<file path="config.mk">
export PLATFORM = sky130hd
export DESIGN_NAME = led_frame_streamer
export DESIGN_NICKNAME = d
export VERILOG_FILES = /design/src/rtl/led_stream_pkg.sv /design/src/rtl/led_frame_buffer.sv /design/src/rtl/led_frame_streamer.sv
export SDC_FILE = /design/constraint.sdc
export NUM_CORES = 1
export LEC_CHECK = 0
export CAP_MARGIN = 5
export CORE_ASPECT_RATIO = 0.9
export CORE_MARGIN = 1.5
export CORE_UTILIZATION = 65
export CTS_CLUSTER_DIAMETER = 40
export CTS_CLUSTER_SIZE = 8
export DETAILED_ROUTE_END_ITERATION = 10
export PLACE_DENSITY = 0.95
export SYNTH_ARGS = -nofsm -noshare
export SYNTH_HDL_FRONTEND = slang
export SYNTH_SLANG_ARGS = --single-unit
</file>
<file path="constraint.sdc">
create_clock -name clock -period 8.1 [get_ports clock]
set_clock_uncertainty 0.1 [all_clocks]
set_input_delay 0.81 -clock clock [delete_from_list [all_inputs] [get_ports clock]]
set_output_delay 0.81 -clock clock [all_outputs]
set_load 0.01 [all_outputs]
</file>
<file path="src/rtl/led_stream_pkg.sv">
// Shared types and pixel helpers for the LED frame streamer.
// The driver shifts bit 0 first, so words go out as bit-reversed GRB.
package led_stream_pkg;

  localparam int COLOR_WIDTH = 24;

  typedef struct packed {
    logic [7:0] r;
    logic [7:0] g;
    logic [7:0] b;
  } rgb_t;

  typedef enum logic [1:0] {
    IDLE   = 2'd0,
    STREAM = 2'd1,
    LATCH  = 2'd2
  } state_e;

  function automatic logic [COLOR_WIDTH-1:0] to_grb(rgb_t p);
    return {p.g, p.r, p.b};
  endfunction

  function automatic logic [23:0] bit_reverse24(logic [23:0] w);
    logic [23:0] r;
    for (int i = 0; i < 24; i++) r[i] = w[23-i];
    return r;
  endfunction

  // c' = (c * (k + 1)) >> 8, so k = 0xFF is identity
  function automatic logic [7:0] scale8(logic [7:0] c, logic [7:0] k);
    logic [15:0] p;
    p = {8'd0, c} * ({8'd0, k} + 16'd1);
    return p[15:8];
  endfunction

endpackage

</file>
<file path="src/rtl/led_frame_buffer.sv">
// Double-buffered pixel store: host writes the back buffer, streamer reads the front.
// rd_next_i reads the buffer that becomes front on this edge, with same-edge write forwarding.
module led_frame_buffer #(
  parameter int NUM_LEDS   = 8,
  parameter int ADDR_WIDTH = 3
) (
  input  logic                  clock,
  input  logic                  reset_n,
  input  logic                  wr_en_i,
  input  logic [ADDR_WIDTH-1:0] wr_addr_i,
  input  logic [23:0]           wr_data_i,
  input  logic                  swap_i,
  input  logic [ADDR_WIDTH-1:0] rd_addr_i,
  input  logic                  rd_next_i,
  output logic [23:0]           rd_data_o
);

  localparam logic [ADDR_WIDTH:0] DEPTH = NUM_LEDS[ADDR_WIDTH:0];

  logic [23:0] mem0_q [NUM_LEDS];
  logic [23:0] mem1_q [NUM_LEDS];
  logic        front_sel_q;
  logic        wr_ok;
  logic        rd_ok;

  assign wr_ok = wr_en_i && ({1'b0, wr_addr_i} < DEPTH);
  assign rd_ok = {1'b0, rd_addr_i} < DEPTH;

  always_ff @(posedge clock or negedge reset_n) begin
    if (!reset_n) front_sel_q <= 1'b0;
    else if (swap_i) front_sel_q <= ~front_sel_q;
  end

  always_ff @(posedge clock) begin
    if (wr_ok) begin
      if (front_sel_q) mem0_q[wr_addr_i] <= wr_data_i;
      else             mem1_q[wr_addr_i] <= wr_data_i;
    end
  end

  always_comb begin
    rd_data_o = '0;
    if (rd_ok) begin
      if (rd_next_i && wr_ok && (wr_addr_i == rd_addr_i)) rd_data_o = wr_data_i;
      else if (front_sel_q ^ rd_next_i)                 rd_data_o = mem1_q[rd_addr_i];
      else                                               rd_data_o = mem0_q[rd_addr_i];
    end
  end

endmodule

</file>
<file path="src/rtl/led_frame_streamer.sv">
// Streams a double-buffered RGB frame into the RZ line driver, then waits out its latch gap.
// Optional global brightness scaling is enabled with `define LED_BRIGHTNESS_EN.
//
// state  | meaning
// IDLE   | no frame in flight, waiting for show
// STREAM | issuing one word per rz_ready edge until all pixels are sent
// LATCH  | last word accepted, waiting for the driver's reset gap to finish
module led_frame_streamer
  import led_stream_pkg::*;
#(
  parameter  int NUM_LEDS   = 8,
  parameter  int DATA_WIDTH = 24,
  localparam int ADDR_WIDTH = (NUM_LEDS > 1) ? $clog2(NUM_LEDS) : 1
) (
  input  logic                  clock,
  input  logic                  reset_n,
  input  logic                  wr_en,
  input  logic [ADDR_WIDTH-1:0] wr_addr,
  input  logic [DATA_WIDTH-1:0] wr_data,
  input  logic                  show,
  input  logic [7:0]            brightness,
  output logic                  busy,
  output logic                  frame_done,
  output logic [DATA_WIDTH-1:0] rz_data,
  output logic                  rz_enable,
  input  logic                  rz_ready
);

  localparam logic [ADDR_WIDTH:0] NUM_W = NUM_LEDS[ADDR_WIDTH:0];

  state_e                state_q, state_d;
  logic [ADDR_WIDTH:0]   index_q, index_d;
  logic [DATA_WIDTH-1:0] rz_data_q, rz_data_d;
  logic                  rz_enable_q, rz_enable_d;
  logic                  busy_q, busy_d;
  logic                  frame_done_q, frame_done_d;
  logic                  pending_q, pending_d;
  logic                  swap;
  logic [ADDR_WIDTH-1:0] rd_addr;
  logic                  rd_next;
  logic [23:0]           rd_data;
  logic [23:0]           word;

  led_frame_buffer #(
    .NUM_LEDS  (NUM_LEDS),
    .ADDR_WIDTH(ADDR_WIDTH)
  ) u_buf (
    .clock    (clock),
    .reset_n  (reset_n),
    .wr_en_i  (wr_en),
    .wr_addr_i(wr_addr),
    .wr_data_i(wr_data),
    .swap_i   (swap),
    .rd_addr_i(rd_addr),
    .rd_next_i(rd_next),
    .rd_data_o(rd_data)
  );

`ifdef LED_BRIGHTNESS_EN
  // Prefetch the pixel for the next issue slot so the scaler gets a full cycle.
  rgb_t px_raw;
  rgb_t pix_q, pix_d;

  assign px_raw  = rd_data;
  assign rd_addr = index_d[ADDR_WIDTH-1:0];
  assign rd_next = swap;

  always_comb begin
    pix_d.r = scale8(px_raw.r, brightness);
    pix_d.g = scale8(px_raw.g, brightness);
    pix_d.b = scale8(px_raw.b, brightness);
  end

  always_ff @(posedge clock or negedge reset_n) begin
    if (!reset_n) pix_q <= '0;
    else          pix_q <= pix_d;
  end

  assign word = bit_reverse24(to_grb(pix_q));
`else
  logic unused_brightness;

  assign unused_brightness = ^brightness;
  assign rd_addr           = index_q[ADDR_WIDTH-1:0];
  assign rd_next           = 1'b0;
  assign word              = bit_reverse24(to_grb(rgb_t'(rd_data)));
`endif

  always_comb begin
    state_d      = state_q;
    index_d      = index_q;
    rz_enable_d  = 1'b0;
    rz_data_d    = rz_data_q;
    busy_d       = busy_q;
    frame_done_d = 1'b0;
    pending_d    = pending_q;
    swap         = 1'b0;

    if (show && (state_q != IDLE)) pending_d = 1'b1;

    case (state_q)
      IDLE: begin
        if (show) begin
          swap    = 1'b1;
          index_d = '0;
          busy_d  = 1'b1;
          state_d = STREAM;
        end
      end
      STREAM: begin
        if (rz_ready) begin
          if (index_q < NUM_W) begin
            rz_enable_d = 1'b1;
            rz_data_d   = word;
            index_d     = index_q + 1'b1;
          end else begin
            state_d = LATCH;
          end
        end
      end
      LATCH: begin
        if (rz_ready) begin
          frame_done_d = 1'b1;
          // A show arriving on this very edge still queues the next frame.
          if (pending_q || show) begin
            swap      = 1'b1;
            pending_d = 1'b0;
            index_d   = '0;
            state_d   = STREAM;
          end else begin
            busy_d  = 1'b0;
            state_d = IDLE;
          end
        end
      end
      default: state_d = IDLE;
    endcase
  end

  always_ff @(posedge clock or negedge reset_n) begin
    if (!reset_n) begin
      state_q      <= IDLE;
      index_q      <= '0;
      rz_data_q    <= '0;
      rz_enable_q  <= 1'b0;
      busy_q       <= 1'b0;
      frame_done_q <= 1'b0;
      pending_q    <= 1'b0;
    end else begin
      state_q      <= state_d;
      index_q      <= index_d;
      rz_data_q    <= rz_data_d;
      rz_enable_q  <= rz_enable_d;
      busy_q       <= busy_d;
      frame_done_q <= frame_done_d;
      pending_q    <= pending_d;
    end
  end

  assign rz_data    = rz_data_q;
  assign rz_enable  = rz_enable_q;
  assign busy       = busy_q;
  assign frame_done = frame_done_q;

endmodule
</file>
[Word-level counts from Yosys, hierarchy flattened]
Memories as Yosys holds them, arrays and structs flattened.
Index checks and enable logic that the tools add are counted.
Storage, ports and cells
  register bits: 35
  latch bits: 0
  RAM bits: 384
  ROM bits: 0
  output and inout port bits: 27
  word-level logic and storage cells: 68
  memories: 2
Operators by class
  add/sub/neg operators: 1
  $mul: 0
  div/mod/pow operators: 0
  $lt $le $gt $ge: 1
  equal/unequal tests: 9
  shifts and indexed selects: 0
  multiplexer cells: 36
  bitwise logic cells: 1
  reductions and logical operators: 10
Memories
  u_buf.mem0_q: words 8, width 24, read ports 1, clocked after memory_dff 0, write ports 1, RTL line led_frame_buffer.sv:20  | logic [23:0] mem0_q [NUM_LEDS];
  u_buf.mem1_q: words 8, width 24, read ports 1, clocked after memory_dff 0, write ports 1, RTL line led_frame_buffer.sv:21  | logic [23:0] mem1_q [NUM_LEDS];
Operators by type and width (number)
  $mux W24: 1
  $mux W1: 22
  $mux W4: 5
  $ne A2 B2 Y1 const B: 7
  $pmux W4 S3: 1
  $mux W2: 4
  $reduce_and A4 Y1: 2
  $pmux W2 S3: 1
  $reduce_and A6 Y1: 1
  $add A4 B1 Y4 const B: 1
  $lt A4 B4 Y1 const B: 1
  $pmux W1 S2: 2
  $reduce_bool A2 Y1: 2
  $reduce_and A3 Y1: 1
  $reduce_bool A3 Y1: 1
  $eq A2 B1 Y1 const B: 1
  $eq A2 B2 Y1 const B: 1
  $logic_not A2 Y1: 1
  $logic_and A1 B1 Y1: 1
  $logic_or A1 B1 Y1: 1
  $not A1 Y1: 1

[Logic depth before layout (Yosys ltp)]
Gate-level depths: netlist (run 1).
  depth in word-level cells: 6
  mapped depth: 7
  gate-level depth less buffers: 4

[Modules after synthesis]
A second synthesis (run 1) with hierarchy kept.
Unflattened totals
  cells, all modules: 868
  area total of the unflattened synthesis: 16588.4 um^2
Modules (own cells, without submodules)
  led_frame_buffer: times used 1, cells each 775, area each 15134.5 um^2, sequential area each 11556.1 um^2
  led_frame_streamer: times used 1, cells each 93, area each 1453.9 um^2, sequential area each 850.8 um^2

[Worst setup path after synthesis (run 1)]
Ideal clock, no wire load.
  path kind: in2reg
  from: input port wr_addr[1]
  to: memory u_buf.mem1_q[0][0] (enable)
  setup time: 0.435 ns
  arrival time: 2.993 ns
  setup slack: 4.572 ns
  stages on the path: 2
  buffers on the path: 0
  cells stage by stage: or3b_2 -> nor3_1
RTL lines
  start: declaration: RTL line led_frame_streamer.sv:18  | input logic [ADDR_WIDTH-1:0] wr_addr,
  end: declaration: RTL line led_frame_buffer.sv:21
No word-level cell before the write port.

[Worst setup path after layout (run 1)]
  from: register index_q[0]
  to: register rz_data_q[15], in the netlist rz_data[15]
On the way
  longest elaborated chain between the ends: 2
  elaborated cells on any way between the ends: 5
  those cells by class: order compare (1); mux (1); reduce/logical (1); memory (2)
RTL lines
  start: declaration: RTL line led_frame_streamer.sv:32  | logic [ADDR_WIDTH:0] index_q, index_d;
  start signal: assignment: RTL line led_frame_streamer.sv:151  | index_q <= index_d;
  $lt A4 B4 Y1, or another cell as far along: RTL line led_frame_streamer.sv:112  | if (index_q < NUM_W) begin
  $reduce_and A3 Y1 (no source line) / $mux W24 (equally long branches)
  end signal: assignment: RTL line led_frame_streamer.sv:152  | rz_data_q <= rz_data_d;
  end: declaration: RTL line led_frame_streamer.sv:33  | logic [DATA_WIDTH-1:0] rz_data_q, rz_data_d;
Parallel ways exist; a longest one is shown, timed or not.
A chain may end at the register's enable or synchronous reset.

==> impl_table.tex, run 1 <==
\begin{tabular}{lr}
\hline
Metric & Value \\
\hline
\multicolumn{2}{l}{\textbf{Status}} \\
Run status & complete, no violations \\
\multicolumn{2}{l}{\textbf{Timing}} \\
Transition time at the pin with the least slew margin & 1.20 ns \\
Achievable frequency & 0.281 GHz \\
Number of max-slew violations in the final report & 0 \\
Setup repair after global routing missed its margin & no \\
\# setup viols final & 0 \\
Final critical-path required period & 3.56 ns \\
Slew HR & 19.6\% \\
Post-route clock period utilization & 44.0\% \\
Fin. Hold Viols & 0 \\
Sum Neg Setup Slack & 0 ns \\
\multicolumn{2}{l}{\textbf{Floorplan}} \\
Horizontal die dimension & 169 um \\
Initial core utilization & 66.3\% \\
Die Height & 152 um \\
Area of the die & 25700 um\^{}2 \\
Placeable core region & 24300 um\^{}2 \\
I/O pin cnt & 67 \\
Total number of placement rows & 54 \\
\multicolumn{2}{l}{\textbf{Setup path}} \\
Worst reg-to-reg setup slack & 4.54 ns \\
Data arrival time of the worst path & 3.90 ns \\
Required time of the critical path & 8.43 ns \\
Critical-path cell list & buf\_4 > mux4\_1 > mux2\_2 > a22oi\_1 > o21ai\_1 \\
Worst reg2reg startpoint & index\_q[0] \\
Crit-path max FO & 52 \\
Slowest library cell on the worst path & sky130\_fd\_sc\_hd\_\_dfrtp\_4 \\
Cell depth of the worst flop-to-flop path & 5 \\
Largest delay contributor family on the critical path & flip-flops \\
RR Endpoint & rz\_data[15] \\
Worst path buffer plus inverter count & 1 \\
Worst path max stage delay & 1.01 ns \\
Classification of the worst setup path & flip-flop to flip-flop \\
Startpoint class of the critical path & flip-flop \\
Sort of element at the end of the critical path & flip-flop \\
\multicolumn{2}{l}{\textbf{Yosys}} \\
Synthesized area per cell & 21.6 um\^{}2 \\
Synthesized cell area & 16100 um\^{}2 \\
Sequential area share after synthesis & 77.2\% \\
Commonest cells in the synthesized netlist & 384 x sky130\_fd\_sc\_hd\_\_edfxtp\_1, 63 x sky130\_fd\_sc\_hd\_\_mux4\_2, 41 x sky130\_fd\_sc\_hd\_\_nor2\_1 \\
Library cell occupying the most area in the post-synthesis netlist & sky130\_fd\_sc\_hd\_\_edfxtp\_1 \\
Synth Warn \# & 0 \\
Share of flip-flops with an asynchronous set or reset & 8.35\% \\
Cell count after synthesis & 745 \\
Distinct cells, synth & 39 \\
Area share of the largest cell type after synthesis & 71.7\% \\
EDFF count, synth & 384 \\
Total nets after synthesis & 786 \\
Most used flip-flop cell after synthesis & sky130\_fd\_sc\_hd\_\_edfxtp\_1 \\
Most instantiated library cell after synthesis & sky130\_fd\_sc\_hd\_\_edfxtp\_1 \\
Synthesized flop and latch total & 419 \\
Top area cells in the synthesized netlist & sky130\_fd\_sc\_hd\_\_edfxtp\_1 72\%, sky130\_fd\_sc\_hd\_\_mux4\_2 8.8\%, sky130\_fd\_sc\_hd\_\_dfrtp\_1 5.4\%, sky130\_fd\_sc\_hd\_\_mux4\_1 5.1\%, sky130\_fd\_sc\_hd\_\_mux2\_2 1.8\% \\
\multicolumn{2}{l}{\textbf{Routing}} \\
Residual antenna-violating net count after detailed routing & 0 \\
Total length of routed wires & 37600 um \\
DRT Pass-1 Iters & 5 \\
Detailed-route via count & 8298 \\
Wire length per cell & 31.5 um \\
Residual DRC & 0 \\
Vias per std cell & 6.93 \\
Drt first-iter violations & 954 \\
\multicolumn{2}{l}{\textbf{Job}} \\
Number of max-capacitance violations reported & 0 \\
\multicolumn{2}{l}{\textbf{Finish}} \\
Footprint of the flip-flops and latches & 12400 um\^{}2 \\
Layout cells sized above 1 & 22.2\% \\
Multi-input combinational cell area & 3510 um\^{}2 \\
Layout Nets & 884 \\
Area added between synthesis and finish & 16.8\% \\
Filler cell count in the final layout & 1160 \\
Antenna diode instance count & 0 \\
Post-route insts no fill & 1197 \\
\multicolumn{2}{l}{\textbf{Global route}} \\
Wire length of the first global-routing pass & 55200 um \\
Maximum number of pins on one net before global-route repair & 66 \\
Number of global-route vias before repair & 8878 \\
Total gr overflow & 0 \\
Initial antenna violation count & 0 \\
GRT Resource Usage Total & 30.5\% \\
\multicolumn{2}{l}{\textbf{Pwr}} \\
Maximum vdd drop & 0.000193 V \\
Power density cells & 342 nW/um\^{}2 \\
Static Leak & 6.14 nW \\
\multicolumn{2}{l}{\textbf{CTS}} \\
H-tree depth & 2 \\
Number of buffers inserted for hold repair after clock tree synthesis & 0 \\
Buffers inserted during post-CTS setup optimization & 0 \\
Library cell used as clock root buffer & sky130\_fd\_sc\_hd\_\_clkbuf\_16 \\
Largest buffer count on any clock path & 3 \\
Num CTS Buffers & 59 \\
CTS Sinks & 419 \\
CTS-repair resized insts & 0 \\
Clock-pin transition on the worst setup and hold timing paths & 0.06 ns \\
Clock latency on the worst-skew pair & 0.57 ns \\
Clock tree from TritonCTS & done \\
\multicolumn{2}{l}{\textbf{Place}} \\
RePlAce Congestion & 0.757 \\
IO Port Bufs & 58 \\
Post-placement cell count & 1090 \\
HPWL Detailed & 18100 um \\
\multicolumn{2}{l}{\textbf{Hold path}} \\
Hold WC Path Type & input port to asynchronous set/reset pin \\
\hline
\end{tabular}
[layer usage]
layer  part of all wire (%)  global-route usage, %  wire (um)
met5                      0                      0          0
met2                     51                   51.5      19300
met1                     36                   38.1      13600
met3                    7.3                   5.45       2760
met4                    5.1                   16.2       1910
[cell type report]
type	instances	area share (%)
Clock inverter	5	0.213
Timing Repair Buffer	76	3.79
Inverter	7	0.140
Tap cell	308	2.05
Clock buffer	102	8.95
Multi-Input combinational cell	280	18.7
Sequential cell	419	66.2
[cells in the final DEF (no fill, tap or decap), types with 4 or more instances in the layout]
| cell | synthesis | final |
|---|---|---|
| sky130_fd_sc_hd__nor3_2 | 0 | 4 |
| sky130_fd_sc_hd__nand2_1 | 4 | 4 |
| sky130_fd_sc_hd__nor2b_1 | 4 | 4 |
| sky130_fd_sc_hd__edfxtp_1 | 384 | 384 |
| sky130_fd_sc_hd__a21oi_1 | 4 | 4 |
| sky130_fd_sc_hd__clkbuf_16 | 0 | 60 |
| sky130_fd_sc_hd__mux2_2 | 25 | 25 |
| sky130_fd_sc_hd__buf_4 | 6 | 18 |
| sky130_fd_sc_hd__dfrtp_1 | 35 | 32 |
| sky130_fd_sc_hd__nor2_2 | 1 | 9 |
| sky130_fd_sc_hd__mux4_2 | 63 | 63 |
| sky130_fd_sc_hd__mux4_1 | 31 | 31 |
| sky130_fd_sc_hd__o21ai_1 | 22 | 22 |
| sky130_fd_sc_hd__mux2i_1 | 5 | 5 |
| sky130_fd_sc_hd__nor2_1 | 41 | 28 |
| sky130_fd_sc_hd__nor2_4 | 0 | 5 |
| sky130_fd_sc_hd__inv_1 | 7 | 7 |
| sky130_fd_sc_hd__o21ai_0 | 24 | 24 |
| sky130_fd_sc_hd__clkdlybuf4s50_1 | 0 | 57 |
| sky130_fd_sc_hd__clkbuf_1 | 16 | 40 |
| sky130_fd_sc_hd__a22oi_1 | 25 | 25 |
[through the flow]
stage	hold WS, ns	power (mW)	setup WS, ns	instance area [um^2]	utilization [%]
after floorplan	0.414	3.68	4.57	16100	-
after global placement	0.400	4.07	4.73	17000	70.3
after detailed placement	0.413	4.15	4.64	17000	70.3
after CTS	0.339	6.42	4.50	18800	77.4
after global routing	0.374	6.61	4.33	18800	77.4
final	0.322	6.41	4.54	18800	77.4
[sequential cells by signal (all words and copies together) (netlist names)]
| name | count |
|---|---|
| u_buf.mem0_q | 192 |
| u_buf.mem1_q | 192 |
| rz_data | 24 |
| index_q | 4 |
| state_q | 2 |
| busy | 1 |
| frame_done | 1 |
| pending_q | 1 |
| rz_enable | 1 |
| u_buf.front_sel_q | 1 |
[where the power goes]
group	leakage, nW	switching (mW)	internal (mW)
Sequential	3.89	0.187	2.52
Combinational	1.42	0.730	0.727
Clock	0.824	0.862	1.39
[kinds of logic (layout without fill, tap and decap cells)]
group	count (synthesis)	after routing	share of synthesized area, %
buffers and inverters	46	190	1.49
AND/OR/NAND/NOR	68	68	1.94
XOR/XNOR	1	1	0.0545
multiplexers	124	124	16.0
AO/OA/AOI/OAI	86	86	3.29
adder cells (fa/ha/maj)	1	1	0.0778
flip-flops	419	419	77.2
[worst max path at each step]
stage,startpoint,end,slack (ns),cells past startpoint
2_1_floorplan,wr_addr[1],u_buf.mem1_q[0][0],4.57,2
3_3_place_gp,index_q[0],rz_data[15],4.73,5
3_5_place_dp,index_q[0],rz_data[12],4.64,5
4_1_cts,index_q[0],rz_data[15],4.50,5
5_1_grt,index_q[0],rz_data[10],4.33,5
6_report,index_q[0],rz_data[15],4.54,5
Note: power is estimated with default switching activity, not from simulation.
==> run 2, diff against run 1 <==
--- a/config.mk
+++ b/config.mk
@@ -8,11 +8,11 @@
 export CAP_MARGIN = 5
 export CORE_ASPECT_RATIO = 0.9
 export CORE_MARGIN = 1.5
-export CORE_UTILIZATION = 65
+export CORE_UTILIZATION = 54
 export CTS_CLUSTER_DIAMETER = 40
 export CTS_CLUSTER_SIZE = 8
 export DETAILED_ROUTE_END_ITERATION = 10
-export PLACE_DENSITY = 0.95
+export PLACE_DENSITY = 0.86
 export SYNTH_ARGS = -nofsm -noshare
 export SYNTH_HDL_FRONTEND = slang
 export SYNTH_SLANG_ARGS = --single-unit
==> constraint.sdc (replaced) <==
create_clock -name clock -period 2.88 [get_ports clock]
set_clock_uncertainty 0.1 [all_clocks]
set_input_delay 0.288 -clock clock [delete_from_list [all_inputs] [get_ports clock]]
set_output_delay 0.288 -clock clock [all_outputs]
set_load 0.01 [all_outputs]
==> impl_table.tex, run 2 (same netlist as run 1, synthesis figures left out) <==
\begin{tabular}{lr}
\hline
Metric & Value \\
\hline
\multicolumn{2}{l}{\textbf{CTS}} \\
Num CTS Buffers & 59 (unchanged) \\
H-tree depth & 2 (unchanged) \\
Clock-pin transition on the worst setup and hold timing paths & 0.05 ns (about the same) \\
CTS Sinks & 419 (unchanged) \\
Largest buffer count on any clock path & 3 (unchanged) \\
Buffers inserted during post-CTS setup optimization & 0 (unchanged) \\
Clock latency on the worst-skew pair & 0.58 ns (about the same) \\
Library cell used as clock root buffer & sky130\_fd\_sc\_hd\_\_clkbuf\_16 \\
Clock tree from TritonCTS & done \\
CTS-repair resized insts & 0 (unchanged) \\
\multicolumn{2}{l}{\textbf{Setup path}} \\
Slowest library cell on the worst path & sky130\_fd\_sc\_hd\_\_mux4\_1 \\
Critical-path cell list & buf\_12 > mux4\_1 > mux2\_2 > a22oi\_1 > o21ai\_1 \\
Crit-path max FO & 28 (-46\%) \\
Data arrival time of the worst path & 2.72 ns (-1.18 ns) \\
Required time of the critical path & 3.22 ns (-5.21 ns) \\
Classification of the worst setup path & flip-flop to flip-flop \\
Sort of element at the end of the critical path & flip-flop \\
Largest delay contributor family on the critical path & multiplexers \\
Worst path max stage delay & 0.65 ns (-0.36 ns) \\
Worst path buffer plus inverter count & 1 (unchanged) \\
Startpoint class of the critical path & flip-flop \\
\multicolumn{2}{l}{\textbf{Pwr}} \\
Reg power frac & 41.1\% (-1.1 points) \\
NetSw & 4.99 mW (+180\%) \\
Power density cells & 949 nW/um\^{}2 (+180\%) \\
Combinational power share & 23.9\% (+1.2 points) \\
Internal Pwr Total & 13.2 mW (+180\%) \\
Clock Power Share & 34.9\% (-0.2 points) \\
Maximum vdd drop & 0.000649 V (+240\%) \\
Switching power share of the total & 27.4\% (-0.33 points) \\
Static Leak & 6.30 nW (+2.6\%) \\
\multicolumn{2}{l}{\textbf{Routing}} \\
Wire length per cell & 27.9 um (-11\%) \\
Drt first-iter violations & 832 (-13\%) \\
Total length of routed wires & 36400 um (-3.3\%) \\
Vias per std cell & 6.32 (-8.9\%) \\
Residual antenna-violating net count after detailed routing & 0 (unchanged) \\
Detailed-route via count & 8251 (-0.57\%) \\
Residual DRC & 0 (unchanged) \\
DRT Pass-1 Iters & 5 (unchanged) \\
\multicolumn{2}{l}{\textbf{Global route}} \\
Initial antenna violation count & 1 (+1) \\
Maximum number of pins on one net before global-route repair & 54 (-18\%) \\
Wire length of the first global-routing pass & 54300 um (-1.7\%) \\
Number of global-route vias before repair & 8866 (-0.14\%) \\
GRT Resource Usage Total & 24.5\% (-6.0 points) \\
Total gr overflow & 0 (unchanged) \\
\multicolumn{2}{l}{\textbf{Floorplan}} \\
Die Height & 167 um (+9.5\%) \\
Area of the die & 30800 um\^{}2 (+20\%) \\
Total number of placement rows & 59 (+9.3\%) \\
Horizontal die dimension & 185 um (+9.5\%) \\
I/O pin cnt & 67 (unchanged) \\
Initial core utilization & 55.3\% (-11 points) \\
Placeable core region & 29100 um\^{}2 (+20\%) \\
\multicolumn{2}{l}{\textbf{Timing}} \\
Number of max-slew violations in the final report & 0 (unchanged) \\
Slew HR & 58.8\% (+39 points) \\
Setup repair after global routing missed its margin & no \\
\# setup viols final & 0 (unchanged) \\
Minimum setup slack in the final design & 0.504 ns (-4.03 ns) \\
Worst Hold Slack & 0.150 ns (-0.172 ns) \\
Post-route clock period utilization & 82.5\% (+39 points) \\
Transition time at the pin with the least slew margin & 0.618 ns (-0.585 ns) \\
Fin. Hold Viols & 0 (unchanged) \\
Achievable frequency & 0.421 GHz (+50\%) \\
Final critical-path required period & 2.38 ns (-1.19 ns) \\
Sum Neg Setup Slack & 0 ns (unchanged) \\
\multicolumn{2}{l}{\textbf{Finish}} \\
Utilization of the core after routing & 65.9\% (-11 points) \\
Layout Nets & 910 (+2.9\%) \\
Filler cell count in the final layout & 1799 (+55\%) \\
Commonest non-fill, non-tap cells in the layout & 384 x sky130\_fd\_sc\_hd\_\_edfxtp\_1, 63 x sky130\_fd\_sc\_hd\_\_mux4\_2, 61 x sky130\_fd\_sc\_hd\_\_clkbuf\_16, 57 x sky130\_fd\_sc\_hd\_\_clkdlybuf4s50\_1, 37 x sky130\_fd\_sc\_hd\_\_clkbuf\_1 \\
Area added between synthesis and finish & 19.2\% \\
Layout cells sized above 1 & 24.2\% (+2.0 points) \\
Leading cell type in the layout, fill and taps excluded & sky130\_fd\_sc\_hd\_\_edfxtp\_1 \\
Antenna diode instance count & 0 (unchanged) \\
\multicolumn{2}{l}{\textbf{Job}} \\
Number of max-capacitance violations reported & 0 (unchanged) \\
\multicolumn{2}{l}{\textbf{Place}} \\
RePlAce Congestion & 0.742 (-2.0\%) \\
HPWL Detailed & 19900 um (+10\%) \\
IO Port Bufs & 58 (unchanged) \\
Setup slack after placement & 0.556 ns (-4.08 ns) \\
\multicolumn{2}{l}{\textbf{Status}} \\
Run status & complete, no violations \\
\multicolumn{2}{l}{\textbf{Hold path}} \\
Hold WC Path Type & input port to asynchronous set/reset pin \\
\hline
\end{tabular}
run 2: timing repair:
action | CTS | global route
endpoints found under the hold margin | 22 | 0
hold buffers | 1 | 0
setup endpoints to repair | 0 | 0
run 2: worst paths after layout:
path | end | start | cells past startpoint | slack (ns)
worst min register to register | rz_data[7] | rz_data[7] | 1 | 0.42
worst min-delay path | pending_q | reset_n | 2 | 0.15
max in group asynchronous | rz_data[20] | reset_n | 3 | 1.78
min in group clock | pending_q | show | 2 | 0.37
worst max-delay path | rz_data[0] | index_q[0] | 5 | 0.50
worst max register to register | rz_data[0] | index_q[0] | 5 | 0.50
run 2: final cells by class:
class,instances,area (um^2),area share (%)
sequential,419,12400,64.8
multi-input combinational,280,3490,18.2
clock buffer,99,1680,8.76
timing repair buffer,102,1020,5.33
tap,396,495,2.59
clock inverter,3,33.8,0.176
inverter,7,26.3,0.137
run 2: power groups by stage:
stage / combinational (mW) / sequential (mW) / clock, mW
finish: 4.36 / 7.48 / 6.35
global route: 4.63 / 7.51 / 6.70
CTS: 4.39 / 7.48 / 6.43
detailed placement: 4.27 / 7.58 / 0
global placement: 4.14 / 7.55 / 0
floorplan: 2.94 / 7.41 / 0
run 2: routing by layer:
metal / track usage (%) / share of wire, % / vias to the layer above
met3: 4.96 / 7.5 / 85
met4: 9.61 / 3.0 / 2
met2: 40.7 / 52 / 470
met5: 0 / 0.030 / -
li1: - / - / 3367
met1: 32.0 / 38 / 4327
run 2: per-stage QoR:
step,instance area (um^2),std cells,power [mW]
2_1_floorplan,16100,745,10.3
3_3_place_gp,17400,1203,11.7
3_5_place_dp,17400,1203,11.8
4_1_cts,19200,1306,18.3
5_1_grt,19200,1306,18.9
6_report,19200,1306,18.2
